### src/rtl/pwm_dac.sv
// PWM audio DAC front-end: a small valid/ready sample FIFO feeds a duty register that is
// reloaded once per 2^W-cycle PWM period, producing a single registered PWM bit.
module pwm_dac #(
  parameter int CODE_WIDTH = 10,
  parameter int FIFO_DEPTH = 4,
  parameter int IDLE_CODE  = 2 ** (CODE_WIDTH - 1)
) (
  input  logic                          clk,
  input  logic                          rst_n,
  input  logic                          enable,
  input  logic [CODE_WIDTH-1:0]         sample_in,
  input  logic                          sample_valid,
  output logic                          sample_ready,
  output logic [$clog2(FIFO_DEPTH):0]   fifo_count,
  output logic                          pwm_out,
  output logic                          period_start,
  output logic                          underflow
);

  localparam int PTR_W = $clog2(FIFO_DEPTH);
  localparam logic [CODE_WIDTH-1:0] CNT_MAX   = '1;
  localparam logic [CODE_WIDTH-1:0] IDLE_DUTY = CODE_WIDTH'(IDLE_CODE);
  localparam logic [PTR_W:0]        DEPTH     = (PTR_W + 1)'(FIFO_DEPTH);

  logic [CODE_WIDTH-1:0] mem [FIFO_DEPTH];
  logic [PTR_W-1:0]      wr_ptr;
  logic [PTR_W-1:0]      rd_ptr;
  logic [PTR_W:0]        count;
  logic [CODE_WIDTH-1:0] cnt;
  logic [CODE_WIDTH-1:0] duty;
  logic                  push;
  logic                  pop;
  logic                  boundary;
  logic                  fifo_empty;

  // Ready depends only on the stored count, so a full FIFO refuses a push even while popping.
  assign sample_ready = (count < DEPTH);
  assign fifo_empty   = (count == '0);
  assign fifo_count   = count;
  assign push         = sample_valid && sample_ready;
  assign boundary     = enable && (cnt == CNT_MAX);
  assign pop          = boundary && !fifo_empty;

  always_ff @(posedge clk) begin
    if (push) begin
      mem[wr_ptr] <= sample_in;
    end
  end

  always_ff @(posedge clk or negedge rst_n) begin
    if (!rst_n) begin
      wr_ptr <= '0;
      rd_ptr <= '0;
      count  <= '0;
    end else begin
      if (push) begin
        wr_ptr <= wr_ptr + 1'b1;
      end
      if (pop) begin
        rd_ptr <= rd_ptr + 1'b1;
      end
      case ({push, pop})
        2'b10:   count <= count + 1'b1;
        2'b01:   count <= count - 1'b1;
        default: count <= count;
      endcase
    end
  end

  // Parking cnt at all-ones while disabled makes the first enabled cycle a period boundary.
  always_ff @(posedge clk or negedge rst_n) begin
    if (!rst_n) begin
      cnt          <= CNT_MAX;
      duty         <= IDLE_DUTY;
      pwm_out      <= 1'b0;
      period_start <= 1'b0;
      underflow    <= 1'b0;
    end else if (!enable) begin
      cnt          <= CNT_MAX;
      pwm_out      <= 1'b0;
      period_start <= 1'b0;
      underflow    <= 1'b0;
    end else begin
      cnt          <= cnt + 1'b1;
      pwm_out      <= (cnt < duty);
      period_start <= boundary;
      underflow    <= boundary && fifo_empty;
      if (pop) begin
        duty <= mem[rd_ptr];
      end
    end
  end

endmodule

### config.mk
export PLATFORM = sky130hd
export DESIGN_NAME = pwm_dac
export DESIGN_NICKNAME = d
export VERILOG_FILES = /design/src/rtl/pwm_dac.sv
export SDC_FILE = /design/constraint.sdc
export NUM_CORES = 1
export LEC_CHECK = 0
export CORE_ASPECT_RATIO = 1.25
export CORE_UTILIZATION = 60
export DETAILED_ROUTE_END_ITERATION = 12
export GPL_ROUTABILITY_DRIVEN = 0
export GPL_TIMING_DRIVEN = 0
export PLACE_DENSITY = 0.87
export SETUP_SLACK_MARGIN = 0.02
export SLEW_MARGIN = 10
export SYNTH_ARGS = -nofsm -noshare
export SYNTH_HDL_FRONTEND = slang
export SYNTH_SLANG_ARGS = --single-unit
### constraint.sdc
create_clock -name clk -period 4.75 [get_ports clk]
set_input_delay 1.425 -clock clk [delete_from_list [all_inputs] [get_ports clk]]
set_output_delay 1.425 -clock clk [all_outputs]
set_load 0.02 [all_outputs]
==> impl_metrics.py, run 1 <==
metrics = {
    "placed_design": {
        "port-buffer-count": 20,
        "dpl_cell_area_um2": 3323,
        "detailedPlacementHpwl_mm": 3.086,
        "dp_cells": 271,
    },
    "setup_path": {
        "cp_max_fo": 10,
        "rr_startpoint": "cnt[0]",
        "slowest_stage": "clkdlybuf4s50_1",
        "cp.arrival_ns": 3.63,
        "cpPeakStageDelay_ns": 0.51,
        "endpoint_kind": "flop",
        "worstSetupPathType": "input pin to flop",
        "worstSetupStartpointType": "input pin",
        "rr_worst_depth": 12,
        "crit_chain": "clkdlybuf4s50_1 > and2_1 > nand4_4 > nor2_4 > buf_12 > ha_1 > inv_1 > fa_1 > xor2_1 > nor2_1 > xnor2_1",
        "r2r_slack_ns": 2.10,
        "required_ns": 5.02,
        "r2r_end": "fifo_count[2]",
    },
    "floorplanning": {
        "die_width_um": 65.80,
        "core_um2": 4800,
        "pin_count": 21,
        "die_area_um2": 5379,
        "start_util_pct": 63.61,
        "placementRows": 28,
        "die_y_um": 81.75,
    },
    "power_and_ir_drop": {
        "p_sw_share_pct": 30.92,
        "p_leak_nw": 1.358,
        "peakVddDrop_v": 0.0003498,
        "pwr-share-seq_pct": 44.8,
        "p_sw_mw": 0.6232,
        "combinationalPowerShare_pct": 31.9,
        "clockPowerShare_pct": 23.3,
        "p_int_mw": 1.392,
        "power_density_nw_per_um2": 572.3,
        "finalPower_mw": 2.016,
    },
    "clock_network": {
        "cts_tree": "yes",
        "postCtsSetupRepairBufs": 0,
        "cts.repair.resized": 0,
        "hold_buffers": 0,
        "cts_buffers": 9,
        "clk_pin_slew_ns": 0.08,
        "clk_latency_ns": 0.34,
        "cts.sinks": 70,
        "htree_levels": 3,
        "root_buffer": "clkbuf_8",
        "cts_buffer_depth": 2,
    },
    "sta": {
        "maxSlewViolCount": 0,
        "hold_violations": 0,
        "fin_crit_sh_pct": 70.71,
        "finalClockSkew_ns": 0.006458,
        "setup_violations": 0,
        "hold_ws_ns": 0.4726,
        "post-route-min-period_ns": 3.359,
        "fin_tns_setup_ns": 0,
        "max_freq_mhz": 297.7,
        "slew_headroom_pct": 56.12,
        "worstMarginPinSlew_ns": 0.6582,
        "rsz0062_at_grt": "false",
    },
    "worst_hold_path": {
        "min_from": "cnt[0]",
        "hold_path_end": "cnt[0]",
        "hold_path.class": "flop to flop",
        "whs_path_depth": 1,
    },
    "synth": {
        "ys_ff_latch": 70,
        "yosys_warnings": 0,
        "synthDistinctLibCells": 37,
        "synth_top_family_by_area": "multiplexers",
        "synthMuxAreaShare_pct": 12.05,
        "synth_xor_area_share_pct": 3.156,
        "yosysTopAreaCell": "edfxtp_1",
        "avgSynthCellArea_um2": 15.98,
        "synth.cell_area_um2": 3053,
        "synthTopCellsByCount": "edfxtp_1 (40), dfrtp_1 (19), inv_1 (18)",
        "ys.flop_type": "edfxtp_1",
        "syn_inst": 191,
        "synth_fp_nets": 221,
        "async_flop_share_pct": 42.86,
        "synth_edf_count": 40,
        "synthAdderAreaFrac_pct": 6.803,
        "synth.most_common_cell": "edfxtp_1",
        "synthSimpleGateAreaFrac_pct": 7.172,
        "synth_compound_area_share_pct": 2.787,
        "synth.top_cells.by_area": "edfxtp_1 (39%), dfrtp_1 (16%), dfstp_2 (9.5%)",
        "netlist.area_leader.share_pct": 39.34,
        "ys_seq_area_share_pct": 64.39,
    },
    "flow_run": {
        "max_cap_violations": 0,
    },
    "final_layout": {
        "drive_above_1_share_pct": 24.67,
        "nets": 252,
        "diodes": 0,
        "syn_to_final_growth_pct": 15.37,
        "final_area_um2": 3522,
        "post_layout_nonfiller_instances": 287,
        "fillers": 308,
    },
    "outcome": {
        "outcome": "finished clean",
    },
    "drt": {
        "num_vias": 1553,
        "detail-route-antenna-nets": 0,
        "firstDrtPassIters": 4,
        "wl_mm": 4.489,
        "drc": 0,
        "post_drt_wl_per_cell_um": 15.64,
        "drt_iter0_markers": 92,
        "via_per_inst": 5.411,
    },
    "global_routing": {
        "overflow": 0,
        "antenna_found_initial": 0,
        "grtUsageTotal_pct": 19.81,
        "grt_pass1_wl_mm": 7.403,
        "grt_pass1_vias": 1589,
        "grt_max_degree": 31,
    },
}
[registers in the layout, summed over array words and instances (netlist names)]
register / flops
underflow: 1
duty: 10
fifo_count: 3
pwm_out: 1
cnt: 10
mem: 40
wr_ptr: 2
rd_ptr: 2
period_start: 1
[power by group through the flow]
| stage | combinational (mW) | clock (mW) | sequential, mW |
|---|---|---|---|
| after floorplan | 0.473 | 0 | 0.910 |
| after global placement | 0.630 | 0 | 0.909 |
| after detailed placement | 0.652 | 0 | 0.917 |
| after CTS | 0.655 | 0.480 | 0.905 |
| after global routing | 0.720 | 0.505 | 0.922 |
| final | 0.642 | 0.469 | 0.904 |
[per-layer routing]
layer / routed length (um) / global-route usage [%] / vias up
met3: 112 / 4.583 / 10
met4: 121 / 12.39 / 0
met5: 0 / 0 / -
met2: 2299 / 32.14 / 20
li1: - / - / 758
met1: 1955 / 23.84 / 765
[layout make-up]
type / count / area, um^2 / share of cell area (%)
buffer: 6 / 43.79 / 1.243
clock buffer: 9 / 123.9 / 3.517
clock inverter: 7 / 75.07 / 2.131
inverter: 18 / 67.56 / 1.918
multi-input combinational: 97 / 975.9 / 27.71
sequential: 70 / 1966 / 55.81
tap: 60 / 75.07 / 2.131
timing repair buffer: 20 / 195.2 / 5.542
[critical path, delay by kind of cell]
family | cells | cell delay [ns]
xor gates and xnor gates | 2 | 0.27
adders and majority gates | 2 | 0.55
and+or+nand+nor | 4 | 0.64
buffers and inverters | 3 | 0.73
[layout by cell type (no fill, tap or decap), types with 2 or more instances in the layout]
cell type        Yosys  final
and3_2               2      2
clkinvlp_4           0      3
mux4_2              10     10
mux2_2               2      2
nor2_1               2      2
nand3_1              3      3
a21oi_1              5      5
dfstp_2             11     11
nand4_1              3      3
xor2_1               6      6
clkinv_4             0      2
nand2b_1             2      2
xnor2_1              5      5
inv_1               18     18
clkbuf_8             0      9
mux2_4               8      8
edfxtp_1            40     40
nand2_1              8      8
buf_2                1      2
nor3_1               2      2
o21ai_0              6      6
dfrtp_1             19     19
ha_1                15     15
clkbuf_1             3      3
and2_1               5      5
clkdlybuf4s50_1      0     19
[stage by stage]
step                worst slack [ns]  util [%]
finish                         1.391     73.38
global route                   1.222     73.38
CTS                            1.381     73.38
detailed placement             1.029     69.24
global placement               1.054     69.34
floorplan                      1.724         -
[worst max path at each step]
| stage | startpoint | endpoint | slack [ns] | cells after the start |
|---|---|---|---|---|
| finish | enable | fifo_count[2] | 1.39 | 11 |
| global route | enable | fifo_count[2] | 1.22 | 11 |
| CTS | enable | fifo_count[2] | 1.38 | 11 |
| detailed placement | enable | fifo_count[2] | 1.03 | 11 |
| global placement | enable | fifo_count[2] | 1.05 | 11 |
| floorplan | enable | fifo_count[2] | 1.72 | 10 |
[cell families (layout without fill, tap and decap cells)]
group | Yosys count | count (layout)
AOI/OAI and AO/OA | 15 | 15
buffers and inverters | 24 | 60
and+or+nand+nor | 35 | 35
xor gates and xnor gates | 11 | 11
adders and majority gates | 16 | 16
muxes | 20 | 20
DFF | 70 | 70
Note: power is estimated with default switching activity, not from simulation.
==> run 2: changes to the inputs <==
--- a/config.mk
+++ b/config.mk
@@ -6,11 +6,11 @@
 export NUM_CORES = 1
 export LEC_CHECK = 0
 export CORE_ASPECT_RATIO = 1.25
-export CORE_UTILIZATION = 60
+export CORE_UTILIZATION = 58
 export DETAILED_ROUTE_END_ITERATION = 12
 export GPL_ROUTABILITY_DRIVEN = 0
 export GPL_TIMING_DRIVEN = 0
-export PLACE_DENSITY = 0.87
+export PLACE_DENSITY = 0.85
 export SETUP_SLACK_MARGIN = 0.02
 export SLEW_MARGIN = 10
 export SYNTH_ARGS = -nofsm -noshare
==> constraint.sdc (replaced) <==
create_clock -name clk -period 3.45 [get_ports clk]
set_input_delay 1.035 -clock clk [delete_from_list [all_inputs] [get_ports clk]]
set_output_delay 1.035 -clock clk [all_outputs]
set_load 0.02 [all_outputs]
==> impl_metrics.py, run 2 (synthesized netlist as in run 1, its figures left out) <==
metrics = {
    "outcome": {
        "outcome": "finished clean",
    },
    "clock_network": {
        "cts.sinks": 70,
        "hold_buffers": 0,
        "cts_buffer_depth": 2,
        "root_buffer": "clkbuf_8",
        "cts.repair.resized": 0,
        "cts_tree": "yes",
        "cts_buffers": 9,
        "clk_pin_slew_ns": 0.07,
        "htree_levels": 3,
        "postCtsSetupRepairBufs": 0,
        "clk_latency_ns": 0.33,
    },
    "setup_path": {
        "worstSetupStartpointType": "input pin",
        "endpoint_kind": "flop",
        "required_ns": 3.71,
        "cp_max_fo": 10,
        "crit_chain": "clkdlybuf4s50_1 > and2_1 > nand4_4 > nor2_4 > buf_12 > ha_1 > inv_1 > fa_1 > xor2_1 > nor2_1 > xnor2_1",
        "worstSetupStartpoint": "enable",
        "cpPeakStageDelay_ns": 0.49,
        "r2r_slack_ns": 0.78,
        "slowest_stage": "clkdlybuf4s50_1",
        "worstSetupPathType": "input pin to flop",
        "rr_startpoint": "cnt[0]",
        "cp.arrival_ns": 3.24,
    },
    "sta": {
        "post-route-min-period_ns": 2.978,
        "maxSlewViolCount": 0,
        "hold_violations": 0,
        "fin_crit_sh_pct": 86.32,
        "worstMarginPinSlew_ns": 0.6574,
        "rsz0062_at_grt": "false",
        "fin_tns_setup_ns": 0,
        "setup_violations": 0,
        "max_freq_mhz": 335.8,
        "slew_headroom_pct": 56.17,
        "finalClockSkew_ns": 0.008325,
    },
    "worst_hold_path": {
        "hold_path.class": "flop to flop",
        "min_from": "cnt[0]",
    },
    "final_layout": {
        "top_register": "mem",
        "syn_to_final_growth_pct": 14.88,
        "nets": 252,
        "layout_commonest_cell": "edfxtp_1",
        "reg.largest.list": "mem (40), cnt (10), duty (10)",
        "largest_register_ffs": 40,
        "multi_input_area_um2": 975.9,
        "drive_above_1_share_pct": 22.91,
        "final_cell_mix": "edfxtp_1 (40), dfrtp_1 (19), clkdlybuf4s50_1 (19), inv_1 (18), ha_1 (15)",
        "seqCellArea_um2": 1966,
        "diodes": 0,
        "fillers": 341,
    },
    "drt": {
        "wl_mm": 4.679,
        "detail-route-antenna-nets": 0,
        "firstDrtPassIters": 4,
        "via_per_inst": 5.516,
        "drt_iter0_markers": 68,
        "num_vias": 1594,
        "drc": 0,
        "post_drt_wl_per_cell_um": 16.19,
    },
    "global_routing": {
        "antenna_found_initial": 0,
        "grt_max_degree": 31,
        "overflow": 0,
        "grt_pass1_vias": 1642,
        "grtUsageTotal_pct": 19.88,
        "grt_pass1_wl_mm": 7.665,
    },
    "flow_run": {
        "max_cap_violations": 0,
    },
    "power_and_ir_drop": {
        "p_leak_nw": 1.355,
        "p_sw_share_pct": 30.36,
        "pwr-share-seq_pct": 45.4,
        "peakVddDrop_v": 0.0003998,
        "p_int_mw": 1.912,
        "p_sw_mw": 0.8335,
        "finalPower_mw": 2.745,
        "power_density_nw_per_um2": 782.8,
        "combinationalPowerShare_pct": 32.5,
        "clockPowerShare_pct": 22.1,
    },
    "placed_design": {
        "detailedPlacementHpwl_mm": 3.351,
        "port-buffer-count": 20,
    },
    "floorplanning": {
        "die_y_um": 83.12,
        "start_util_pct": 60.10,
        "die_area_um2": 5560,
        "core_um2": 5080,
        "die_width_um": 66.89,
        "pin_count": 21,
        "placementRows": 29,
    },
}
==> run 2: changes by cell type in the layout (fill, tap and decap cells not counted), sizes merged <==
cell,before,now
clkinvlp,3,1
clkbuf,12,14
==> run 2: critical path, delay by kind of cell <==
kind	cells	cell delay [ns]
xor+xnor	2	0.28
simple gates	4	0.65
buf+inv	3	0.71
fa+ha+maj	2	0.55
==> run 2: area by class of cell <==
class / instances / share of cell area, %
flip-flops and latches: 70 / 56.05
multi-input cells: 97 / 27.83
repair buffers: 20 / 5.565
clock buffers: 11 / 3.746
well taps: 62 / 2.212
inverters: 18 / 1.927
clock inverters: 5 / 1.427
plain buffers: 6 / 1.249
==> run 2: final timing paths <==
| check | cells past startpoint | endpoint |
|---|---|---|
| hold reg to reg | 1 | cnt[0] |
| max in group asynchronous | 1 | underflow |
| setup reg to reg | 12 | fifo_count[2] |
| min in group asynchronous | 1 | duty[5] |
| setup / recovery | 11 | fifo_count[2] |
| hold / removal | 1 | cnt[0] |
==> run 2: layer usage <==
layer / part of all wire [%] / track usage [%] / up-vias
li1: - / - / 758
met1: 42 / 22.92 / 794
met2: 53 / 32.97 / 32
met3: 2.7 / 4.533 / 10
met4: 2.6 / 11.61 / 0
met5: 0 / 0 / -
==> run 2: power groups by stage <==
stage               logic, mW  clock network [mW]  registers (mW)
global route            0.995               0.655            1.27
CTS                     0.911               0.623            1.25
global placement        0.867                   0            1.25
finish                  0.892               0.606            1.25
floorplan               0.652                   0            1.25
detailed placement      0.909                   0            1.27
==> run 2: through the flow <==
step           utilization, %  std cells  cell area, um^2  setup slack (ns)  hold WS [ns]
5_1_grt                 69.04        289             3507            0.3403        0.4970
3_5_place_dp            65.47        273             3326           0.09947        0.4646
3_3_place_gp            65.57        273             3331            0.1484        0.4523
4_1_cts                 69.04        289             3507            0.4540        0.4817
6_report                69.04        289             3507            0.4718        0.4758
2_1_floorplan               -        191             3053            0.8144        0.4400
==> run 3: changes to the inputs <==
==> constraint.sdc (replaced) <==
create_clock -name clk -period 3.45 [get_ports clk]
set_input_delay 1.035 -clock clk [delete_from_list [all_inputs] [get_ports clk]]
set_output_delay 1.035 -clock clk [all_outputs]
set_load 0.01 [all_outputs]
==> results of run 3 <==
Same layout as run 2 (identical final DEF). Status: finished clean.
Among the figures that moved: total power 2.745 mW -> 2.721 mW
